<file path="src/rtl/issue_ctrl.sv">
// Dual-issue scheduler: decides per fetch pair whether to dual-issue, split the
// pair over two cycles, stall on load-use / multi-cycle hazards, or flush on a
// redirect. Drives IF/ID stall/flush/two_issue controls and the fetch PC step.
module issue_ctrl (
  input  logic       clk,
  input  logic       rst,
  input  logic       s0_valid,
  input  logic       s1_valid,
  input  logic [4:0] s0_rs1,
  input  logic [4:0] s0_rs2,
  input  logic [4:0] s0_rd,
  input  logic [4:0] s1_rs1,
  input  logic [4:0] s1_rs2,
  input  logic [4:0] s1_rd,
  input  logic       s0_reg_write,
  input  logic       s1_reg_write,
  input  logic       s0_mem,
  input  logic       s1_mem,
  input  logic       s0_branch,
  input  logic       s1_branch,
  input  logic       s0_multi,
  input  logic       s1_multi,
  input  logic       ex_load0,
  input  logic       ex_load1,
  input  logic [4:0] ex_rd0,
  input  logic [4:0] ex_rd1,
  input  logic       mc_done,
  input  logic       redirect,
  output logic       ID_stall,
  output logic       IF_flush,
  output logic       two_issue,
  output logic       issue_sel,
  output logic [3:0] pc_step,
  output logic [2:0] state
);

  typedef enum logic [2:0] {
    StRun   = 3'd0,
    StSplit = 3'd1,
    StLu    = 3'd2,
    StMcw   = 3'd3,
    StFlush = 3'd4
  } state_e;

  state_e state_q, state_d;

  logic raw_pair;
  logic pair_ok;
  logic s0_lu;
  logic s1_lu;
  logic lu_run;
  logic unused_inputs;

  // A source register hits a load still sitting in ID/EX (x0 never hazards).
  function automatic logic lu_hit(input logic [4:0] rs, input logic ld0, input logic [4:0] rd0,
                                  input logic ld1, input logic [4:0] rd1);
    return (rs != 5'd0) && ((ld0 && (rs == rd0)) || (ld1 && (rs == rd1)));
  endfunction

  assign raw_pair = s0_reg_write && (s0_rd != 5'd0) && ((s0_rd == s1_rs1) || (s0_rd == s1_rs2));
  assign pair_ok  = s0_valid && s1_valid && !raw_pair && !(s0_mem && s1_mem) && !s0_branch &&
                    !s0_multi && !s1_multi;

  assign s0_lu = lu_hit(s0_rs1, ex_load0, ex_rd0, ex_load1, ex_rd1) ||
                 lu_hit(s0_rs2, ex_load0, ex_rd0, ex_load1, ex_rd1);
  assign s1_lu = lu_hit(s1_rs1, ex_load0, ex_rd0, ex_load1, ex_rd1) ||
                 lu_hit(s1_rs2, ex_load0, ex_rd0, ex_load1, ex_rd1);

  // Slot1 only counts toward load-use when it would issue alongside slot0.
  assign lu_run = (s0_valid && s0_lu) || (pair_ok && s1_lu);

  // Slot1's writeback and branch kind never constrain pairing (it is last in the pair).
  assign unused_inputs = ^{s1_rd, s1_reg_write, s1_branch};

  // State register with synchronous active-low reset.
  always_ff @(posedge clk) begin
    if (!rst) begin
      state_q <= StRun;
    end else begin
      state_q <= state_d;
    end
  end

  // Next-state and Mealy output decode; outputs forced idle while reset is asserted.
  always_comb begin
    state_d   = state_q;
    ID_stall  = 1'b0;
    IF_flush  = 1'b0;
    two_issue = 1'b0;
    issue_sel = 1'b0;
    pc_step   = 4'd0;
    unique case (state_q)
      // LU re-evaluates the held pair exactly as RUN does; the stall cycle was the bubble.
      StRun, StLu: begin
        if (redirect) begin
          IF_flush = 1'b1;
          state_d  = StFlush;
        end else if (lu_run) begin
          ID_stall = 1'b1;
          state_d  = StLu;
        end else if (!s0_valid) begin
          // Nothing issuable in lane 0: insert a bubble and move on.
          IF_flush = 1'b1;
          pc_step  = 4'd4;
          state_d  = StRun;
        end else if (s0_multi) begin
          pc_step = 4'd4;
          state_d = StMcw;
        end else if (pair_ok) begin
          two_issue = 1'b1;
          pc_step   = 4'd8;
          state_d   = StRun;
        end else if (s1_valid) begin
          // Issue slot0 now; fetch holds the pair so slot1 issues next cycle.
          state_d = StSplit;
        end else begin
          pc_step = 4'd4;
          state_d = StRun;
        end
      end
      StSplit: begin
        if (redirect) begin
          IF_flush = 1'b1;
          state_d  = StFlush;
        end else begin
          issue_sel = 1'b1;
          if (s1_lu) begin
            ID_stall = 1'b1;
            state_d  = StSplit;
          end else if (s1_multi) begin
            pc_step = 4'd8;
            state_d = StMcw;
          end else begin
            pc_step = 4'd8;
            state_d = StRun;
          end
        end
      end
      StMcw: begin
        if (redirect) begin
          IF_flush = 1'b1;
          state_d  = StFlush;
        end else begin
          ID_stall = 1'b1;
          if (mc_done) begin
            state_d = StRun;
          end
        end
      end
      StFlush: begin
        IF_flush = 1'b1;
        state_d  = StRun;
      end
      default: begin
        state_d = StRun;
      end
    endcase

    if (!rst) begin
      ID_stall  = 1'b0;
      IF_flush  = 1'b0;
      two_issue = 1'b0;
      issue_sel = 1'b0;
      pc_step   = 4'd0;
    end
  end

  assign state = state_q;

endmodule

</file>
<file path="config.mk">
export PLATFORM = sky130hd
export DESIGN_NAME = issue_ctrl
export DESIGN_NICKNAME = d
export VERILOG_FILES = /design/src/rtl/issue_ctrl.sv
export SDC_FILE = /design/constraint.sdc
export NUM_CORES = 1
export LEC_CHECK = 0
export ABC_AREA = 0
export CAP_MARGIN = 20
export CORE_UTILIZATION = 35
export DETAILED_ROUTE_END_ITERATION = 7
export PLACE_DENSITY = 0.79
export SYNTH_ARGS = -nofsm -noshare
export SYNTH_HDL_FRONTEND = slang
export SYNTH_SLANG_ARGS = --single-unit
</file>
<file path="constraint.sdc">
create_clock -name clk -period 5.5 [get_ports clk]
set_clock_uncertainty 0.1 [all_clocks]
set_input_delay 1.65 -clock clk [delete_from_list [all_inputs] [get_ports clk]]
set_output_delay 1.65 -clock clk [all_outputs]
set_load 0.02 [all_outputs]
</file>
==> flow_summary.toml <==
[outcome]
status = "finished, final reports clean"

[setup_path]
path_cells = "clkdlybuf4s50_1 -> or4_1 -> nor2_2 -> nor4_2 -> nor4_4 -> buf_4 -> o21ai_1 -> o21a_1 -> buf_2"
startpoint = "s1_rs2[1]"
slowest_stage = "or4_1"
r2r_end = "state[1]$_SDFFE_PN0P_"
critical_path_class = "primary input to output port"
r2r_setup_slack_ns = 4.02
endpoint_kind = "output port"
timing.rr.start = "state[2]$_SDFFE_PN0P_"
critPathLaunchType = "primary input"
worst_r2r_path_depth = 5
critPathMaxFanout = 5
cp_num_cells = 9
cp_slowest_stage_delay_ns = 0.55
crit_buf_inv = 3
crit_end = "ID_stall"
cp_data_required_time_ns = 3.75
crit_arrival_ns = 3.68
crit_family = "simple AND/OR/NAND/NOR gates"

[clock_tree]
ctsHtreeMaxLevel = 1
root_buffer = "clkbuf_4"
clkTransAtPathRegs_ns = 0.05
cts_max_path_buffers = 2
clk_latency_ns = 0.24
cts_buffers = 3
ctsHoldBuffers = 0
cts_tree = "done"
clock_sinks = 3

[synth]
synthesis.instances = 138
synth_common_cells = "32 x xnor2_1, 18 x xor2_1, 9 x nand2_1, 9 x nand4_1, 8 x nor2_1"
synth_area_leader_cell = "xnor2_1"
synthTopCellsByArea = "xnor2_1 28%, xor2_1 16%, dfxtp_1 5.9%"
ys_async_sr_fraction_pct = 0
syn_avg_cell_area_um2 = 7.34
ys.flop_type = "dfxtp_1"
ys_seq_area_share_pct = 5.93
synth_most_common_cell = "xnor2_1"
synth_seq_cells = 3
synth_top_area_share_pct = 27.7
synth_cell_types = 34
synth-edff-count = 0
syn_area_mm2 = 0.00101
yosysWarnings = 0

[die]
io_pins = 67
fp.dieW_um = 55.8
rows = 19
core_mm2 = 0.00276
dieArea_mm2 = 0.00311
dieHeight_um = 55.8
start_util_pct = 36.8

[global_routing]
grt_overflow_total = 0
grt_max_degree = 9
antenna_found_initial = 0
groute.usage.overall_pct = 24.9
grt_pass1_vias = 1484
grt_pass1_wl_um = 6270

[power_and_ir_drop]
clkPwrFrac_pct = 20.8
seqPwrFrac_pct = 12.1
leakage_nw = 0.801
switchingPower_uw = 75.5
p_per_area_mw_per_mm2 = 105
p_int_uw = 127
sw_frac_of_total_pct = 37.3
vdd_ir_drop_max_mv = 0.183
pwr-share-comb_pct = 67.2

[drt]
wl_per_cell_um = 14.6
first_pass_iters = 5
vias_per_cell = 5.31
drtIter0Drc = 48
wl_um = 3760
drc = 0
final_antenna_net_count = 0
vias = 1364

[sta]
tns_ns = 0
fin_worst_hold_slack_ns = 0.611
fmax_ghz = 0.184
finalHoldViolCount = 0
final-setup-viol-count = 0
fin_crit_ns = 5.43
min_period_over_period_pct = 98.7
slew_viol_final = 0

[placed_design]
place_hpwl_um = 3160
postPlaceCellArea_mm2 = 0.00181
port_buffers = 57
gp_congestion = 0.834
placed_cells = 249

[run]
max_cap_viol_count = 0

[final_layout]
drive_above_1_share_pct = 24.3
largest_reg_flops = 3
regArea_um2 = 60.1
fillers = 214
stdcell_count = 257
nets = 283
syn2layout_area_growth_pct = 90.9
multi_input_area_um2 = 978
diodes = 0
stdcell_area_mm2 = 0.00193

[min_path]
hold_path_depth = 2
hold_path_class = "flip-flop to flip-flop"
[cells by family after synthesis]
| family | after synthesis | synth area share [%] |
|---|---|---|
| other | 1 | 0.370 |
| and+or+nand+nor | 59 | 34.4 |
| buffers and inverters | 10 | 4.44 |
| AOI/OAI and AO/OA | 15 | 11.6 |
| xor gates and xnor gates | 50 | 43.2 |
| DFF | 3 | 5.93 |
[power groups by stage]
| stage | Clock, mW | Combinational, mW | Sequential, mW |
|---|---|---|---|
| finish | 0.0421 | 0.136 | 0.0244 |
| global route | 0.0475 | 0.145 | 0.0246 |
| CTS | 0.0415 | 0.133 | 0.0244 |
| detailed placement | 0 | 0.130 | 0.0247 |
| global placement | 0 | 0.124 | 0.0246 |
| floorplan | 0 | 0.0529 | 0.0256 |
[per-stage QoR]
step	util, %	total power [mW]	setup WS [ns]
final	70.1	0.203	0.0730
after global routing	70.1	0.217	-0.00994
after CTS	67.5	0.199	-0.0148
after detailed placement	65.5	0.155	-0.527
after global placement	65.5	0.149	-0.458
after floorplan	-	0.0785	0.479
[cell usage in the layout (no fill, tap or decap), types with 2 or more instances in the layout]
cell             synthesis  final
nand4_1                  9      9
inv_1                    4      4
nor2b_1                  3      3
xnor2_1                 32     32
a21oi_1                  3      3
nand3b_1                 2      2
dlymetal6s2s_1           0      9
nor2_4                   0      2
nand3_1                  2      2
nor2_1                   8      5
dfxtp_1                  3      3
o21ai_1                  2      2
clkdlybuf4s50_1          0     44
or4_4                    0      2
clkbuf_4                 0      3
xor2_1                  18     18
buf_4                    2     33
or3_1                    2      2
nor4_2                   0      4
o221ai_1                 2      2
nor2_2                   1      2
conb_1                   1      2
nor3_1                   7      5
or4_1                    5      3
buf_2                    0      3
nand2_1                  9      9
a31oi_1                  2      2
[worst min path at each step]
stage                               start                    end  slack, ns
floorplan           state[2]$_SDFFE_PN0P_  state[2]$_SDFFE_PN0P_       0.60
global placement    state[2]$_SDFFE_PN0P_  state[2]$_SDFFE_PN0P_       0.57
detailed placement  state[2]$_SDFFE_PN0P_  state[2]$_SDFFE_PN0P_       0.57
CTS                 state[2]$_SDFFE_PN0P_  state[2]$_SDFFE_PN0P_       0.61
global route        state[1]$_SDFFE_PN0P_  state[0]$_SDFFE_PN0P_       0.65
finish              state[2]$_SDFFE_PN0P_  state[2]$_SDFFE_PN0P_       0.61
[tightest hold or removal path, cell delays in order, from the launching register on]
cell	delay (ns)
dfxtp_1	0.37
nand2b_1	0.20
nor2_1	0.10
[routing by layer]
| layer | vias to the layer above | GRT usage, % | share of wire, % |
|---|---|---|---|
| li1 | 662 | - | - |
| met5 | - | 0 | 0 |
| met1 | 634 | 25.0 | 38 |
| met3 | 8 | 6.05 | 6.1 |
| met4 | 0 | 9.41 | 1.6 |
| met2 | 60 | 48.9 | 54 |
[area by class of cell]
type | instances | share of cell area (%)
Tap cell | 31 | 2.01
Inverter | 4 | 0.776
Sequential cell | 3 | 3.10
Clock buffer | 4 | 1.36
Timing Repair Buffer | 89 | 42.2
Multi-Input combinational cell | 126 | 50.6
[what timing repair did]
action / 4_1_cts / 5_1_grt
pin swaps: 4 / 10
setup buffers: 4 / 2
endpoints found under the setup margin: 4 / 4
gates resized for setup: 20 / 20
hold endpoints to repair: 0 / 0
Power figures use the tool's default switching activity.
